**src/rtl/bft_tx_scheduler.sv**
```systemverilog
// Round-robin scheduler merging NUM_REQ user streams onto one registered BFT packet output.
// Optional per-requester credit gating is enabled by defining TX_SCHED_CREDIT_EN.
module bft_tx_scheduler #(
    parameter int unsigned NUM_REQ               = 4,
    parameter int unsigned PAYLOAD_BITS          = 32,
    parameter int unsigned PACKET_BITS           = 49,
    parameter int unsigned FREESPACE_UPDATE_SIZE = 64,
    localparam int unsigned IdxW                 = $clog2(NUM_REQ)
) (
    input  logic                              clk,
    input  logic                              reset,
    input  logic [NUM_REQ-1:0]                i_req_valid,
    input  logic [NUM_REQ*PAYLOAD_BITS-1:0]   i_req_data,
    output logic [NUM_REQ-1:0]                o_req_ready,
    input  logic [NUM_REQ*9-1:0]              i_req_dest,
    input  logic                              i_credit_valid,
    input  logic [IdxW-1:0]                   i_credit_idx,
    output logic [PACKET_BITS-1:0]            o_bft_data,
    input  logic                              i_bft_ready
);

    typedef enum logic {StIdle, StSend} state_e;

    state_e                   r_state;
    state_e                   w_state_next;
    logic [PACKET_BITS-1:0]   r_pkt;
    logic [IdxW-1:0]          r_last;
    logic [6:0]               r_seq [NUM_REQ];
    logic [NUM_REQ-1:0]       w_eligible;
    logic                     w_found;
    logic [IdxW-1:0]          w_sel;
    logic                     w_do_grant;
    logic [PAYLOAD_BITS-1:0]  w_payload;
    logic [8:0]               w_dest;
    logic [6:0]               w_seq;

`ifdef TX_SCHED_CREDIT_EN
    logic [7:0] r_credit      [NUM_REQ];
    logic [7:0] w_credit_next [NUM_REQ];

    always_comb begin
        for (int k = 0; k < NUM_REQ; k++) begin
            w_eligible[k] = i_req_valid[k] && (r_credit[k] != 8'd0);
        end
    end

    // Grant never underflows: a granted requester always holds at least one credit.
    always_comb begin
        logic [9:0] v_sum;
        for (int k = 0; k < NUM_REQ; k++) begin
            v_sum = {2'b00, r_credit[k]};
            if (i_credit_valid && (i_credit_idx == IdxW'(k))) begin
                v_sum = v_sum + 10'(FREESPACE_UPDATE_SIZE);
            end
            if (o_req_ready[k]) begin
                v_sum = v_sum - 10'd1;
            end
            w_credit_next[k] = (v_sum > 10'd255) ? 8'hFF : v_sum[7:0];
        end
    end

    always_ff @(posedge clk) begin
        for (int k = 0; k < NUM_REQ; k++) begin
            if (reset) begin
                r_credit[k] <= 8'(FREESPACE_UPDATE_SIZE);
            end else begin
                r_credit[k] <= w_credit_next[k];
            end
        end
    end
`else
    logic w_unused_credit;
    assign w_unused_credit = ^{i_credit_valid, i_credit_idx};
    assign w_eligible      = i_req_valid;
`endif

    // Search starts one past the last winner and wraps modulo NUM_REQ.
    always_comb begin
        logic [IdxW:0] v_idx;
        w_found = 1'b0;
        w_sel   = '0;
        for (int i = 1; i <= NUM_REQ; i++) begin
            v_idx = {1'b0, r_last} + (IdxW + 1)'(i);
            if (v_idx >= (IdxW + 1)'(NUM_REQ)) begin
                v_idx = v_idx - (IdxW + 1)'(NUM_REQ);
            end
            if (!w_found && w_eligible[v_idx[IdxW-1:0]]) begin
                w_found = 1'b1;
                w_sel   = v_idx[IdxW-1:0];
            end
        end
    end

    assign w_do_grant = !reset && w_found && ((r_state == StIdle) || i_bft_ready);

    always_comb begin
        for (int k = 0; k < NUM_REQ; k++) begin
            o_req_ready[k] = w_do_grant && (w_sel == IdxW'(k));
        end
    end

    always_comb begin
        w_payload = '0;
        w_dest    = '0;
        w_seq     = '0;
        for (int k = 0; k < NUM_REQ; k++) begin
            if (w_sel == IdxW'(k)) begin
                w_payload = i_req_data[k*PAYLOAD_BITS +: PAYLOAD_BITS];
                w_dest    = i_req_dest[k*9 +: 9];
                w_seq     = r_seq[k];
            end
        end
    end

    always_comb begin
        w_state_next = r_state;
        case (r_state)
            StIdle: begin
                if (w_do_grant) begin
                    w_state_next = StSend;
                end
            end
            StSend: begin
                if (i_bft_ready) begin
                    w_state_next = w_do_grant ? StSend : StIdle;
                end
            end
            default: w_state_next = StIdle;
        endcase
    end

    always_ff @(posedge clk) begin
        if (reset) begin
            r_state <= StIdle;
        end else begin
            r_state <= w_state_next;
        end
    end

    always_ff @(posedge clk) begin
        if (reset) begin
            r_pkt  <= '0;
            r_last <= IdxW'(NUM_REQ - 1);
        end else if (w_do_grant) begin
            r_pkt  <= PACKET_BITS'({1'b1, w_dest, w_seq, w_payload});
            r_last <= w_sel;
        end else if ((r_state == StSend) && i_bft_ready) begin
            r_pkt  <= '0;
        end
    end

    always_ff @(posedge clk) begin
        for (int k = 0; k < NUM_REQ; k++) begin
            if (reset) begin
                r_seq[k] <= 7'd0;
            end else if (o_req_ready[k]) begin
                r_seq[k] <= r_seq[k] + 7'd1;
            end
        end
    end

    assign o_bft_data = r_pkt;

endmodule

```
**config.mk**
```make
export PLATFORM = sky130hd
export DESIGN_NAME = bft_tx_scheduler
export DESIGN_NICKNAME = d
export VERILOG_FILES = /design/src/rtl/bft_tx_scheduler.sv
export SDC_FILE = /design/constraint.sdc
export NUM_CORES = 1
export LEC_CHECK = 0
export ABC_AREA = 1
export CORE_MARGIN = 8
export CORE_UTILIZATION = 39
export DETAILED_ROUTE_END_ITERATION = 16
export PLACE_DENSITY = 0.78
export SLEW_MARGIN = 10
export SYNTH_ARGS = -nofsm -noshare
export SYNTH_HDL_FRONTEND = slang
export SYNTH_SLANG_ARGS = --single-unit
```
**constraint.sdc**
```tcl
create_clock -name clk -period 2.4 [get_ports clk]
set_input_delay 0.24 -clock clk [delete_from_list [all_inputs] [get_ports clk]]
set_output_delay 0.24 -clock clk [all_outputs]
set_load 0.01 [all_outputs]
```
## After elaboration in Yosys (flattened, before gate mapping)

Memories as Yosys holds them, arrays and structs flattened.
Index checks and enable logic that the tools add are counted.

| storage, ports and cells | value |
|---|---|
| flip-flop bits (word level) | 52 |
| RAM bits | 28 |
| memories | 1 |

Memories:

| name | depth | width | rd ports | clocked after Yosys merged registers in | write ports | RTL line | text |
|---|---|---|---|---|---|---|---|
| r_seq | 4 | 7 | 4 | 0 | 4 | 28 | `logic [6:0] r_seq [NUM_REQ];` |

| cells by class | value |
|---|---|
| add/subtract/negate cells | 12 |
| $lt $le $gt $ge | 8 |
| equal/unequal tests | 3 |
| multiplexer cells | 55 |
| bitwise logic cells | 5 |
| reductions and logical operators | 17 |

Operators with widths:

| kind | number |
|---|---|
| $mux W32 | 4 |
| $mux W49 | 2 |
| $mux W7 | 8 |
| $mux W9 | 4 |
| $add A7 B1 Y7 const B | 4 |
| $mux W1 | 24 |
| $mux W2 | 8 |
| $ge A3 B3 Y1 const B | 4 |
| $lt A2 B3 Y1 const B | 4 |
| $logic_and A1 B1 Y1 | 10 |
| $bmux W1 S2 | 4 |
| $sub A2 B1 Y2 const B | 4 |
| $add A2 B2 Y3 const B | 2 |
| $eq A2 B2 Y1 const B | 2 |
| $logic_not A1 Y1 | 4 |
| $or A1 B1 Y1 | 4 |
| $add A2 B1 Y3 const B | 1 |
| $add A2 B3 Y3 const B | 1 |
| $eq A2 B1 Y1 const B | 1 |
| $logic_not A2 Y1 | 1 |
| $pmux W1 S2 | 1 |
| $reduce_bool A2 Y1 | 1 |
| $logic_or A1 B1 Y1 | 1 |
| $not A1 Y1 | 1 |

## Depth between registers and ports, before layout

| logic depth | value |
|---|---|
| word-level depth | 22 |
| depth in mapped cells | 18 |
| mapped depth without buffers | 16 |

## Worst setup path before layout

Ideal clock, no wire load.

| timing path | value |
|---|---|
| path kind | register to register |
| from | register r_last[0] |
| to | memory r_seq[2][0], enable pin |
| setup time | 323 ps |
| arrival | 1921 ps |
| setup slack | 155 ps |
| cell stages (with the launch flop) | 12 |
| buffers on the path | 2 |
| clock period less this slack | 2245 ps |
| cell sequence | dfxtp_1 buf_4 inv_4 nand2_1 nand2_1 o21ai_1 nand3b_1 nand2_4 inv_4 clkbuf_1 nand3_2 nand2_1 |

RTL lines:

| item | RTL line | text |
|---|---|---|
| start: declaration | 27 | `logic [IdxW-1:0] r_last;` |
| start signal: assignment | 143 | `r_last <= IdxW'(NUM_REQ - 1);` |
| start signal: assignment | 146 | `r_last <= w_sel;` |
| end: declaration | 28 |  |

## Final worst setup path

| timing path | value |
|---|---|
| from | register r_last[0] |
| to | register r_pkt[6] (netlist: o_bft_data[6]) |

| on the way | value |
|---|---|
| word-level cells in the longest chain between the ends | 21 |

Ends and longest elaborated chain:

| item | RTL line | text |
|---|---|---|
| $add A2 B1 Y3 | 83 | `v_idx = {1'b0, r_last} + (IdxW + 1)'(i);` |
| $ge A3 B3 Y1 or $sub A2 B1 Y2 (tied branches) | 84, 85 |  |
| $mux W2 | 84 | `if (v_idx >= (IdxW + 1)'(NUM_REQ)) begin` |
| $bmux W1 S2 | 87 | `if (!w_found && w_eligible[v_idx[IdxW-1:0]]) begin` |
| $mux W1 (not written as such) | 87 |  |
| $mux W1 | 87 |  |
| $logic_not A1 Y1 | 87 |  |
| $logic_and A1 B1 Y1 | 87 |  |
| (+2 left out) | n/a |  |
| $logic_and A1 B1 Y1 | 87 |  |
| $mux W1 | 87 |  |
| $logic_not A1 Y1 | 87 |  |
| $logic_and A1 B1 Y1 | 87 |  |
| $mux W2 | 87 |  |
| $logic_not A2 Y1 | 107 | `if (w_sel == IdxW'(k)) begin` |
| $mux W32 (4 in series) | 107 |  |
| $mux W49 | 144 | `end else if (w_do_grant) begin` |
| end signal: assignment | 145 | `r_pkt <= PACKET_BITS'({1'b1, w_dest, w_seq, w_payload});` |
| end: declaration | 26 | `logic [PACKET_BITS-1:0] r_pkt;` |

Parallel ways exist; a longest one is shown, timed or not. The select of a mux whose other input is x is not followed.
A chain may end at the register's enable or synchronous reset.

==> summary.txt <==
Run status
  – Outcome: completed

Critical path
  – CP Cell Sequence: inv_4 > nand2_1 > nand2_1 > nand2_2 > nand2_2 > nor2_4 > nand3_2 > nand3_4 > nand2_4 > buf_12 > buf_12 > nor2_4 > buf_12 > clkbuf_16 > nand3_1 > nand2_1 > inv_1 > a21oi_1
  – FF-to-FF End: o_bft_data[6]
  – CP required: 2.67 ns
  – Largest stage delay, worst path: 0.40 ns
  – Critical Path AT: 2.61 ns
  – Worst setup EP type: flip-flop
  – Reg-to-Reg Start: r_last[0]
  – Crit path max fanout: 11
  – Cells on worst reg2reg path: 18
  – CP max stage cell: dfxtp_4
  – WS Path Type: reg -> reg
  – R2R Setup Slk: 0.06 ns
  – CP Launch Type: flip-flop

Detailed routing
  – Initial DRT Pass Iterations: 8
  – Wirelength per Cell: 15.6 um
  – ANT nets after route: 0
  – Via-to-Cell Ratio: 4.89
  – Via count: 6,082
  – DR top layer: met4
  – Routed wl met2: 9.35 mm
  – DRC: 0
  – Initial drt markers: 289
  – Routed metal-1 wirelength: 7.83 mm
  – Met3 wire len: 1.71 mm
  – DRT Wirelength: 19.4 mm

Min path
  – Worst hold endpoint: r_state
  – Hold Crit Start: reset
  – Min-delay worst type: in -> reg
  – Hold path depth: 4

Timing
  – Worst-Margin Slew: 0.591 ns
  – Slew Limit Fails: 0
  – Final Cycle Share: 97.6%
  – Max Fclk: 427 MHz
  – Hold WS: 0.351 ns
  – Final setup fails: 0
  – Headroom to the max-slew limit: 60.6%
  – Setup TNS: 0 ns
  – Unrepaired setup endpoints after global routing: true
  – Minimum clock period: 2.34 ns
  – Final Hold Fails: 0
  – Layout Skew: 0.00857 ns

Synthesis
  – Largest cells by area after synthesis: dfxtp_1, nand2_1, edfxtp_1
  – Syn Nets: 999
  – Register area share after synthesis: 35.1%
  – Share of the synthesized area in the top cell type: 19.4%
  – Flops & latches, synth: 80
  – Mapped Area: 5350 um^2
  – Most frequent cell after synthesis: nand2_1
  – Synth warn: 0
  – Post-synth EDFFs: 28
  – Synth cell count leaders: nand2_1, nor2_1, nand3_1
  – Ys async rst share: 0%
  – Mean post-synth cell area: 6.52 um^2
  – Post-synth cell types: 34
  – Primary FF master, synth: dfxtp_1
  – Yosys top cell by area: dfxtp_1
  – Post-Syn Instances: 821

Floorplanning
  – Die span in x: 133 um
  – Core box area: 13,700 um^2
  – Die Area: 17,700 um^2
  – Die Span Y: 133 um
  – I/O pin count: 227
  – Initial Util: 39.2%
  – Rows: 43

CTS
  – Number of H-tree levels: 3
  – CTS sink cnt: 80
  – Cts hold-fix bufs: 0
  – Clk Latency, worst-skew pair: 0.35 ns
  – CTS Buffer Depth: 2
  – TritonCTS Buffers: 9
  – CTS root buf: clkbuf_16
  – Clock slew at reported path FFs: 0.06 ns
  – TritonCTS clock tree: yes

Placed design
  – Hpwl dp: 14.2 mm
  – Port Buffers: 223
  – Post-Place Cells: 1,218
  – GP Congestion: 0.834

GRT
  – GR Overflow Total: 0
  – Largest net degree at the start of global routing: 52
  – Initial antenna violation count: 0
  – First-pass GRT wire length: 29.8 mm
  – GRT Util Overall: 20.7%
  – Via count of the first global-routing pass: 6,067

Cells and area
  – Area delta synth->final: 58.5%
  – ANT cells: 0
  – Layout cells sized above 1: 11.6%
  – Final #Nets: 1,237
  – Util after Layout: 62.1%
  – Finished Layout Cells: 1,244

Pwr
  – Cell Pwr Density: 1540 nW/um^2
  – Max rail drop VDD: 1.25 mV
  – Leak Pwr: 3.77 nW
  – Total power draw: 13.0 mW

Job
  – Max cap viols: 0
-- how the worst max path moves through the flow --
stage	end	from	slack [ns]
6_report	o_bft_data[6]	r_last[0]	0.06
5_1_grt	o_bft_data[2]	r_last[0]	-0.07
4_1_cts	o_req_ready[3]	r_last[1]	0.03
3_5_place_dp	o_req_ready[0]	i_req_valid[1]	-0.24
3_3_place_gp	o_req_ready[0]	i_req_valid[1]	-0.18
2_1_floorplan	r_seq[2][0]	r_last[0]	0.16
-- placed cells by master (no fill, tap or decap), types with 19 or more instances in the layout --
cell type and n:
buf_4 34, nand3_1 106, o21ai_0 24, edfxtp_1 28, or2_2 20, clkdlybuf4s50_1 218, nand3b_1 19, nand2_1 225
inv_1 73, a21oi_1 55, nor2_1 109, dfxtp_1 50
-- power by group --
part	switching [mW]	total [mW]	internal, mW
registers	0.321	2.29	1.97
clock network	0.572	1.70	1.13
logic	5.17	9.04	3.86
total	6.07	13.0	6.96
-- layer usage --
layer,up-vias,global-route usage [%]
li1,3095,-
met1,2749,22.7
met2,209,35.9
met3,29,8.47
met4,0,6.55
met5,-,0
-- repair_timing --
action                     CTS  global route
setup endpoints to repair   23            60
gates resized for setup      7            21
buffers inserted             0             5
pin swaps                    0             4
gates cloned                 0             5
-- logic make-up after synthesis --
family / Yosys count / share of synthesized area (%)
buffers and inverters: 128 / 10.9
AOI/OAI and AO/OA: 86 / 8.20
DFF: 80 / 35.1
and+or+nand+nor: 514 / 43.3
xor gates and xnor gates: 9 / 1.47
adders and majority gates: 4 / 0.935
-- state kept, by name, indices dropped and copies added (netlist names) --
signal	flops
r_seq	28
o_bft_data	49
r_state	1
r_last	2
-- worst max-delay path: cells and delay by family, from the launching register on --
kind	cells	cell delay (ns)
and+or+nand+nor	11	1.06
DFF	1	0.40
AOI/OAI and AO/OA	1	0.12
buffers and inverters	6	0.66
-- stage by stage --
stage	area, um^2	setup WS, ns
after floorplan	5350	0.155
after global placement	7920	-0.183
after detailed placement	7920	-0.239
after CTS	8280	0.0314
after global routing	8480	-0.0666
final	8480	0.0567
-- area by class of cell --
class,count,area (um^2)
sequential,80,1890
multi-input combinational,613,2920
clock inverter,5,129
timing repair buffer,274,2780
inverter,81,309
clock buffer,11,233
tap,180,225
fill,1258,5180
Note: power is estimated with default switching activity, not from simulation.
